`src/rtl/stream_unpacker_pkg.sv`:
```
// Shared video definitions for the pixel packer / unpacker pair.
// Holds default frame geometry, group sizing (4 pixels in 3 words),
// the packing phase enum and the RGB pixel type.
package stream_unpacker_pkg;

   localparam int X_SIZE_DEF      = 640;
   localparam int Y_SIZE_DEF      = 480;
   localparam int PIX_PER_GROUP   = 4;
   localparam int WORDS_PER_GROUP = 3;

   // PH0..PH2 consume word 0..2 of a group, PH3 emits the held fourth pixel.
   typedef enum logic [1:0] {
      PH0 = 2'd0,
      PH1 = 2'd1,
      PH2 = 2'd2,
      PH3 = 2'd3
   } phase_e;

   typedef struct packed {
      logic [7:0] r;
      logic [7:0] g;
      logic [7:0] b;
   } pixel_t;

   // Split a packed 24-bit {r,g,b} value into its colour fields.
   function automatic pixel_t unpack_px(input logic [23:0] p);
      pixel_t px;
      px.r = p[23:16];
      px.g = p[15:8];
      px.b = p[7:0];
      return px;
   endfunction

endpackage

```
`src/rtl/unpack_framing_check.sv`:
```
// Input framing checker for the stream unpacker.
// Tracks the word-within-line and line-within-frame counters of the input
// stream and raises one-cycle error pulses for tuser/tlast/tkeep violations.
// Ports:
//   aclk, aresetn   clock, async active-low reset
//   accept_i        input word handshake (tvalid & tready)
//   tuser_i/tlast_i/tkeep_i  sideband of the accepted word
//   at_ph0_i        unpacker phase is PH0
//   resync_o        combinational: this word restarts the frame (tuser seen early)
//   sof_err_o, eol_err_o, keep_err_o  registered one-cycle error pulses
module unpack_framing_check
   import stream_unpacker_pkg::*;
#(
   parameter int X_SIZE = X_SIZE_DEF,
   parameter int Y_SIZE = Y_SIZE_DEF
) (
   input  logic       aclk,
   input  logic       aresetn,
   input  logic       accept_i,
   input  logic       tuser_i,
   input  logic       tlast_i,
   input  logic [3:0] tkeep_i,
   input  logic       at_ph0_i,
   output logic       resync_o,
   output logic       sof_err_o,
   output logic       eol_err_o,
   output logic       keep_err_o
);

   localparam int WPL = WORDS_PER_GROUP * X_SIZE / PIX_PER_GROUP;
   localparam int WW  = $clog2(WPL + 1);
   localparam int LW  = $clog2(Y_SIZE + 1);
   localparam logic [WW-1:0] WCNT_LAST = WW'(WPL - 1);
   localparam logic [LW-1:0] LINE_LAST = LW'(Y_SIZE - 1);

   logic [WW-1:0] wcnt_q, wcnt_d, wcnt_eff_s;
   logic [LW-1:0] line_q, line_d, line_eff_s;
   logic          sof_err_q, sof_err_d;
   logic          eol_err_q, eol_err_d;
   logic          keep_err_q, keep_err_d;
   logic          start_exp_s;
   logic          resync_s;

   // Error detection and counter advance; counters follow the expected
   // word count, tlast only produces an error.
   always_comb begin
      wcnt_d      = wcnt_q;
      line_d      = line_q;
      sof_err_d   = 1'b0;
      eol_err_d   = 1'b0;
      keep_err_d  = 1'b0;
      resync_s    = 1'b0;
      wcnt_eff_s  = wcnt_q;
      line_eff_s  = line_q;
      start_exp_s = at_ph0_i && (wcnt_q == '0) && (line_q == '0);
      if (accept_i) begin
         resync_s   = tuser_i && !start_exp_s;
         sof_err_d  = (tuser_i != start_exp_s);
         keep_err_d = (tkeep_i != 4'hF);
         if (resync_s) begin
            // Early tuser: this word becomes word 0 of line 0.
            wcnt_eff_s = '0;
            line_eff_s = '0;
         end else begin
            wcnt_eff_s = wcnt_q;
            line_eff_s = line_q;
         end
         eol_err_d = (tlast_i != (wcnt_eff_s == WCNT_LAST));
         if (wcnt_eff_s == WCNT_LAST) begin
            wcnt_d = '0;
            if (line_eff_s == LINE_LAST) begin
               line_d = '0;
            end else begin
               line_d = line_eff_s + LW'(1);
            end
         end else begin
            wcnt_d = wcnt_eff_s + WW'(1);
            line_d = line_eff_s;
         end
      end else begin
         resync_s = 1'b0;
      end
   end

   // Counter and error-pulse registers.
   always_ff @(posedge aclk or negedge aresetn) begin
      if (!aresetn) begin
         wcnt_q     <= '0;
         line_q     <= '0;
         sof_err_q  <= 1'b0;
         eol_err_q  <= 1'b0;
         keep_err_q <= 1'b0;
      end else begin
         wcnt_q     <= wcnt_d;
         line_q     <= line_d;
         sof_err_q  <= sof_err_d;
         eol_err_q  <= eol_err_d;
         keep_err_q <= keep_err_d;
      end
   end

   assign resync_o   = resync_s;
   assign sof_err_o  = sof_err_q;
   assign eol_err_o  = eol_err_q;
   assign keep_err_o = keep_err_q;

endmodule

```
`src/rtl/stream_unpacker.sv`:
```
// AXI4-Stream video sink: unpacks 3 x 32-bit words into 4 x 24-bit RGB
// pixels and emits one pixel per handshake, tagged with its x/y position.
// Ports:
//   aclk, aresetn          clock, async active-low reset
//   in_stream_*            AXI4-Stream input (tuser = SOF, tlast = EOL)
//   pix_r/g/b, pix_x/y     pixel colour and position
//   pix_sof, pix_eol       first pixel of frame / last pixel of line
//   pix_valid, pix_ready   output handshake
//   sof_err, eol_err, keep_err  one-cycle framing error pulses
//   frame_done             one-cycle pulse, registered the cycle after the
//                          last pixel of a frame is handed off
module stream_unpacker
   import stream_unpacker_pkg::*;
#(
   parameter int X_SIZE = X_SIZE_DEF,
   parameter int Y_SIZE = Y_SIZE_DEF
) (
   input  logic        aclk,
   input  logic        aresetn,
   input  logic [31:0] in_stream_tdata,
   input  logic [3:0]  in_stream_tkeep,
   input  logic        in_stream_tlast,
   input  logic        in_stream_tuser,
   input  logic        in_stream_tvalid,
   output logic        in_stream_tready,
   output logic [7:0]  pix_r,
   output logic [7:0]  pix_g,
   output logic [7:0]  pix_b,
   output logic [9:0]  pix_x,
   output logic [8:0]  pix_y,
   output logic        pix_sof,
   output logic        pix_eol,
   output logic        pix_valid,
   input  logic        pix_ready,
   output logic        sof_err,
   output logic        eol_err,
   output logic        keep_err,
   output logic        frame_done
);

   localparam logic [9:0] X_LAST = 10'(X_SIZE - 1);
   localparam logic [8:0] Y_LAST = 9'(Y_SIZE - 1);

   phase_e      phase_q, phase_d, phase_eff_s;
   logic [23:0] res_q, res_d;
   pixel_t      pix_q, pix_d;
   logic [9:0]  pix_x_q, pix_x_d;
   logic [8:0]  pix_y_q, pix_y_d;
   logic        pix_sof_q, pix_sof_d;
   logic        pix_eol_q, pix_eol_d;
   logic        pix_valid_q, pix_valid_d;
   logic [9:0]  pos_x_q, pos_x_d, x_here_s;
   logic [8:0]  pos_y_q, pos_y_d, y_here_s;
   logic        frame_done_q, frame_done_d;
   logic        free_s, accept_s, resync_s, load_s;
   logic [23:0] load_px_s;

   assign free_s           = !pix_valid_q || pix_ready;
   assign in_stream_tready = (phase_q != PH3) && free_s;
   assign accept_s         = in_stream_tvalid && in_stream_tready;

   unpack_framing_check #(
      .X_SIZE (X_SIZE),
      .Y_SIZE (Y_SIZE)
   ) u_check (
      .aclk       (aclk),
      .aresetn    (aresetn),
      .accept_i   (accept_i_s()),
      .tuser_i    (in_stream_tuser),
      .tlast_i    (in_stream_tlast),
      .tkeep_i    (in_stream_tkeep),
      .at_ph0_i   (phase_q == PH0),
      .resync_o   (resync_s),
      .sof_err_o  (sof_err),
      .eol_err_o  (eol_err),
      .keep_err_o (keep_err)
   );

   function automatic logic accept_i_s();
      return accept_s;
   endfunction

   // Phase FSM and residue: each accepted word yields one pixel and leaves
   // the unused high bytes as residue for the next phase.
   always_comb begin
      phase_d     = phase_q;
      res_d       = res_q;
      load_s      = 1'b0;
      load_px_s   = 24'h000000;
      phase_eff_s = resync_s ? PH0 : phase_q;
      if (accept_s) begin
         load_s = 1'b1;
         case (phase_eff_s)
            PH0: begin
               load_px_s = in_stream_tdata[23:0];
               res_d     = {16'h0000, in_stream_tdata[31:24]};
               phase_d   = PH1;
            end
            PH1: begin
               load_px_s = {in_stream_tdata[15:0], res_q[7:0]};
               res_d     = {8'h00, in_stream_tdata[31:16]};
               phase_d   = PH2;
            end
            PH2: begin
               load_px_s = {in_stream_tdata[7:0], res_q[15:0]};
               res_d     = in_stream_tdata[31:8];
               phase_d   = PH3;
            end
            default: begin
               // PH3 never accepts (tready is low); hold state.
               load_s  = 1'b0;
               phase_d = phase_q;
            end
         endcase
      end else if ((phase_q == PH3) && free_s) begin
         load_s    = 1'b1;
         load_px_s = res_q;
         res_d     = 24'h000000;
         phase_d   = PH0;
      end else begin
         load_s = 1'b0;
      end
   end

   // Output register and position counters; a resync pixel lands at (0,0).
   always_comb begin
      pix_d        = pix_q;
      pix_x_d      = pix_x_q;
      pix_y_d      = pix_y_q;
      pix_sof_d    = pix_sof_q;
      pix_eol_d    = pix_eol_q;
      pix_valid_d  = pix_valid_q;
      pos_x_d      = pos_x_q;
      pos_y_d      = pos_y_q;
      x_here_s     = resync_s ? 10'd0 : pos_x_q;
      y_here_s     = resync_s ? 9'd0 : pos_y_q;
      frame_done_d = pix_valid_q && pix_ready && (pix_x_q == X_LAST) && (pix_y_q == Y_LAST);
      if (load_s) begin
         pix_valid_d = 1'b1;
         pix_d       = unpack_px(load_px_s);
         pix_x_d     = x_here_s;
         pix_y_d     = y_here_s;
         pix_sof_d   = (x_here_s == 10'd0) && (y_here_s == 9'd0);
         pix_eol_d   = (x_here_s == X_LAST);
         if (x_here_s == X_LAST) begin
            pos_x_d = 10'd0;
            if (y_here_s == Y_LAST) begin
               pos_y_d = 9'd0;
            end else begin
               pos_y_d = y_here_s + 9'd1;
            end
         end else begin
            pos_x_d = x_here_s + 10'd1;
            pos_y_d = y_here_s;
         end
      end else if (pix_ready) begin
         pix_valid_d = 1'b0;
      end else begin
         pix_valid_d = pix_valid_q;
      end
   end

   // State, output and pulse registers.
   always_ff @(posedge aclk or negedge aresetn) begin
      if (!aresetn) begin
         phase_q      <= PH0;
         res_q        <= 24'h000000;
         pix_q        <= '0;
         pix_x_q      <= 10'd0;
         pix_y_q      <= 9'd0;
         pix_sof_q    <= 1'b0;
         pix_eol_q    <= 1'b0;
         pix_valid_q  <= 1'b0;
         pos_x_q      <= 10'd0;
         pos_y_q      <= 9'd0;
         frame_done_q <= 1'b0;
      end else begin
         phase_q      <= phase_d;
         res_q        <= res_d;
         pix_q        <= pix_d;
         pix_x_q      <= pix_x_d;
         pix_y_q      <= pix_y_d;
         pix_sof_q    <= pix_sof_d;
         pix_eol_q    <= pix_eol_d;
         pix_valid_q  <= pix_valid_d;
         pos_x_q      <= pos_x_d;
         pos_y_q      <= pos_y_d;
         frame_done_q <= frame_done_d;
      end
   end

   assign pix_r      = pix_q.r;
   assign pix_g      = pix_q.g;
   assign pix_b      = pix_q.b;
   assign pix_x      = pix_x_q;
   assign pix_y      = pix_y_q;
   assign pix_sof    = pix_sof_q;
   assign pix_eol    = pix_eol_q;
   assign pix_valid  = pix_valid_q;
   assign frame_done = frame_done_q;

endmodule
```
`config.mk`:
```
export PLATFORM = sky130hd
export DESIGN_NAME = stream_unpacker
export DESIGN_NICKNAME = d
export VERILOG_FILES = /design/src/rtl/stream_unpacker_pkg.sv /design/src/rtl/unpack_framing_check.sv /design/src/rtl/stream_unpacker.sv
export SDC_FILE = /design/constraint.sdc
export NUM_CORES = 1
export LEC_CHECK = 0
export ABC_AREA = 1
export CAP_MARGIN = 20
export CORE_ASPECT_RATIO = 0.9
export CORE_MARGIN = 10
export CORE_UTILIZATION = 35
export CTS_CLUSTER_SIZE = 8
export DETAILED_ROUTE_END_ITERATION = 8
export SKIP_CTS_REPAIR_TIMING = 1
export SYNTH_ARGS = -nofsm -noshare
export SYNTH_HDL_FRONTEND = slang
export SYNTH_SLANG_ARGS = --single-unit
```
`constraint.sdc`:
```
create_clock -name aclk -period 3.9 [get_ports aclk]
set_input_delay 1.17 -clock aclk [delete_from_list [all_inputs] [get_ports aclk]]
set_output_delay 1.17 -clock aclk [all_outputs]
set_load 0.05 [all_outputs]
```
# Yosys cells after proc, flatten, opt, wreduce, memory -nomap -nowiden
# Index checks and enable logic that the tools add are counted.
# word_totals
ff_bits,113
in_bits,42
output_inout_bits,51
# classes
add_sub_neg,4
n_eq_ne,14
n_mux,31
reduce_logical,23
# op_table
op,count
case mux 24 bit (3 select lines),2
two-way mux 24 bit,4
two-way mux 9 bit,10
equality test 9 bit (second input constant),4
adder 9 x 1 -> 9 bit (second input constant),3
logical NOT 9 bit,3
equality test 10 bit (second input constant),2
two-way mux 10 bit,2
adder 10 x 1 -> 10 bit (second input constant),1
logical AND 1 bit,10
logical NOT 10 bit,1
two-way mux 1 bit,9
two-way mux 2 bit,3
case mux 2 bit (3 select lines),1
equality test 2 bit (second input constant),2
logical NOT 2 bit,2
!= test 4 x 1 -> 1 bit (second input constant),1
!= test 4 bit (second input constant),1
nonzero test 2 bit,2
OR reduction 3 bit,1
equality test 2 x 1 -> 1 bit (second input constant),1
logical NOT 1 bit,2
!= test 1 bit,2
!= test 2 bit (second input constant),1
2 further kinds,2

# Depth between registers and ports, before layout
# logic_depth
depth_word,12
mapped_depth,17
ltp_nobuf,15

# Cells and area by module
# From an unflattened synthesis, not the netlist that was laid out.
# hier_totals
cells_unflattened,835
hier_area_um2,6382.4
# modules_own_cells
module,n_inst,cells_each,area_each_um2
stream_unpacker,1,625,4914.7
unpack_framing_check,1,210,1467.7

# Least setup slack after synthesis
# No wires, ideal clock.
# synth_timing
path_kind,input port to flip-flop
startpoint,input in_stream_tuser
endpoint,register res_q[6]
setup_ps,82
arrival_ps,3088
t_required_ps,3818
setup_slack_ps,729
stages,12
path_buffers,4
path_cell_list,ha_1 -> nand4_4 -> buf_6 -> buf_6 -> nand2_1 -> ha_1 -> clkbuf_1 -> buf_1 -> a21oi_1 -> o21ai_0 -> o21ai_0 -> o22ai_1
# synth_between
elab_chain_cells,6
# synth_rtl
item,line_no,rtl
start: declaration,stream_unpacker.sv:23,"input logic in_stream_tuser,"
logical AND 1 bit (*),unpack_framing_check.sv:57,resync_s = tuser_i && !start_exp_s;
two-way mux 1 bit (*),unpack_framing_check.sv:56,if (accept_i) begin
two-way mux 2 bit (*),stream_unpacker.sv:90,phase_eff_s = resync_s ? PH0 : phase_q;
equality test 2 bit (tied with other cells),stream_unpacker.sv:93,case (phase_eff_s)
case mux 24 bit (3 select lines) / != test 4 x 1 -> 1 bit (equally long branches),n/a,
two-way mux 24 bit / AND reduction 2 bit (equally long branches),n/a,
end signal: assignment,stream_unpacker.sv:179,res_q <= res_d;
end: declaration,stream_unpacker.sv:45,"logic [23:0] res_q, res_d;"
# Every way passes the cells marked *; elsewhere a longest branch is shown, timed or not.
# A chain may end at the register's enable or synchronous reset.

# Worst setup path after layout
# layout_timing
startpoint,input pix_ready
endpoint,output in_stream_tready
# layout_between
elab_chain_cells,2
# layout_rtl
item,line_no,rtl
start: declaration,stream_unpacker.sv:34,"input logic pix_ready,"
logical OR 1 bit,stream_unpacker.sv:58,assign free_s = !pix_valid_q || pix_ready;
logical AND 1 bit,stream_unpacker.sv:59,assign in_stream_tready = (phase_q != PH3) && free_s;
end: declaration,stream_unpacker.sv:25,"output logic in_stream_tready,"
# No other way between the ends.

==> flow_summary.json <==
{
  "finalClockSkew_ns": 0.00766,
  "syn_nets": 824,
  "fmax_ghz": 0.295,
  "cpPeakStageDelay_ns": 0.48,
  "fin_area_um2": 7950,
  "hold_path.class": "flip-flop to flip-flop",
  "drt-total-wl_mm": 18.2,
  "route.detailed.wl_per_inst_um": 16.3,
  "place_area_um2": 7280,
  "multi_input_area_um2": 2760,
  "synth.avg_cell_area_um2": 7.90,
  "synth_edf_count": 0,
  "drive_gt1_frac": 0.0797,
  "maxSlewHeadroom": 0.300,
  "ant_nets": 0,
  "final_nets": 916,
  "rsz0062_at_grt": "no",
  "synth.distinct_cells": 44,
  "holdPathStages": 2,
  "clk_pin_slew_ns": 0.05,
  "cts_tree": "built",
  "status": "complete, no violations",
  "vias_per_cell": 5.13,
  "most-common-layout-cells": "nand2_1 (205), dfrtp_1 (113), clkdlybuf4s50_1 (90)",
  "place_ws_ns": 0.203,
  "gp_congestion": 0.879,
  "tns_ns": 0,
  "synth_area_um2": 6110,
  "die_x_um": 159,
  "p_leak_nw": 3.56,
  "grt_pass1_wl_mm": 29.6,
  "worstMarginPinSlew_ns": 1.05,
  "fp-row-count": 45,
  "fin_ws_ns": 0.514,
  "globalRouteTotalUtil": 0.155,
  "power_density_nw_per_um2": 710,
  "grt_max_degree": 82,
  "drc": 0,
  "min_period_ns": 3.39,
  "seqPwrFrac": 0.296,
  "diodes": 0,
  "p_switching_mw": 2.31,
  "synthArstFlopShare": 1.00,
  "setup_viol": 0,
  "ff2ff_path_depth": 15,
  "initial_core_util": 0.359,
  "cts_buffers": 17,
  "vias": 5707,
  "grt_pass1_vias": 5520,
  "crit_slowest_cell": "clkdlybuf4s50_1",
  "grt.overflow.total": 0,
  "ios": 93,
  "die_area_um2": 23100,
  "ctsHtreeMaxLevel": 4,
  "critPathLaunchType": "input pin",
  "clockBufferDepth": 2,
  "synth_seq_area_share": 0.463,
  "drv_slew": 0,
  "cp_max_fo": 2,
  "clk-insertion-delay-late_ns": 0.42,
  "sw_frac_of_total": 0.408,
  "fill_cells": 1737,
  "core-area_um2": 17000,
  "dominantRegCellSynth": "dfrtp_1",
  "critical_path_class": "input pin to output port",
  "antenna_found_initial": 0,
  "first_pass_iters": 7,
  "die_h_um": 145,
  "ir_drop_v": 0.000410,
  "cp.required_ns": 2.73,
  "min_period_over_period": 0.868,
  "hold_viol_final": 0,
  "area_growth_pct": 30.2,
  "seqCellArea_um2": 2830,
  "clockPowerShare": 0.297,
  "path_cells": "clkdlybuf4s50_1, inv_1, nand2_1, nand2_1, inv_1, buf_12",
  "worstSetupEndpointType": "output port",
  "hpwlAfterDp_mm": 12.7,
  "layout_commonest_cell": "nand2_1",
  "maxCapViolations": 0,
  "arrival_ns": 2.22,
  "synth_seq_cells": 113,
  "combPwrFrac": 0.407,
  "cts_num_sinks": 113,
  "drtIter0Drc": 526,
  "p_int_mw": 3.34,
  "syn_inst": 773,
  "yosys_warnings": 0,
  "cts-root-buf": "clkbuf_16",
  "portBuffers": 92
}
[final timing paths]
check                                        from                end  slack (ns)
max in group asynchronous                 aresetn          pix_valid        2.39
worst max-delay path                    pix_ready   in_stream_tready        0.51
min in group asynchronous                 aresetn           pix_y[3]        0.76
worst max register to register  u_check.line_q[5]  u_check.line_q[5]        0.84
worst min-delay path                      pix_sof            pix_sof        0.48
worst min register to register            pix_sof            pix_sof        0.48
[stage by stage]
step                hold WS (ns)  power (mW)  instances  utilization
floorplan                  0.449        3.19        773            -
global placement           0.465        3.97       1080        0.428
detailed placement         0.474        3.98       1080        0.428
CTS                        0.488        5.68       1112        0.466
global route               0.503        5.96       1113        0.468
finish                     0.485        5.65       1113        0.468
[cells in the mapped netlist, drive strengths merged (2+ instances only)]
cell,instances,area (µm²)
dfrtp,113,2830
nor2,52,220
ha,9,113
xor2,4,35.0
nand3,55,298
nor4,5,31.3
buf,16,104
o31ai,6,45.0
a221oi,5,43.8
inv,93,352
o22ai,22,138
nor3,10,60.1
o221ai,16,140
a22o,4,35.0
clkbuf,17,63.8
nand2,209,805
o211ai,2,15.0
a221o,5,50.1
o21ai,75,387
nand4,17,128
a21oi,27,139
a31oi,6,37.5
[flip-flops by register name (all words and copies together) (netlist names)]
| register | flops |
|---|---|
| pix_y | 9 |
| u_check.wcnt_q | 9 |
| pix_eol | 1 |
| pos_y_q | 9 |
| res_q | 24 |
| u_check.sof_err_o | 1 |
| pix_valid | 1 |
| phase_q | 2 |
| u_check.eol_err_o | 1 |
| pix_x | 10 |
| u_check.line_q | 9 |
| pix_r | 8 |
| u_check.keep_err_o | 1 |
| pix_sof | 1 |
| pix_b | 8 |
| frame_done | 1 |
| pix_g | 8 |
| pos_x_q | 10 |
[logic make-up (layout without fill, tap and decap cells)]
family                     Yosys count  after routing  share of synthesized area
and+or+nand+nor                    349            349                      0.254
buffers and inverters              126            231                     0.0850
xor gates and xnor gates             4              4                    0.00574
AOI/OAI and AO/OA                  171            171                      0.173
adders and majority gates            9              9                     0.0184
muxes                                1              1                    0.00164
DFF                                113            113                      0.463
[layout make-up]
class                      instances  area share
timing repair buffer             106       0.136
clock buffer                      22      0.0609
multi-input combinational        534       0.347
tap                              235      0.0370
sequential                       113       0.356
inverter                          93      0.0442
clock inverter                    10      0.0195
[power by group through the flow]
stage / clock network [mW] / logic, mW / registers (mW)
final: 1.68 / 2.30 / 1.67
after global routing: 1.76 / 2.48 / 1.71
after CTS: 1.70 / 2.30 / 1.68
after detailed placement: 0 / 2.29 / 1.69
after global placement: 0 / 2.27 / 1.69
after floorplan: 0 / 1.02 / 2.17
[routing by layer]
layer | track usage | share of wire | up-vias
met5 | 0 | 0 | -
met4 | 0.0514 | 0.013 | 0
met3 | 0.0593 | 0.082 | 18
met2 | 0.227 | 0.43 | 218
met1 | 0.205 | 0.48 | 2666
li1 | - | - | 2805
[worst max-delay path, delay by kind of cell]
kind	cells	cell delay, ns
and+or+nand+nor	2	0.23
buffers and inverters	4	0.81
No activity file was read; power rests on OpenSTA's default activity.
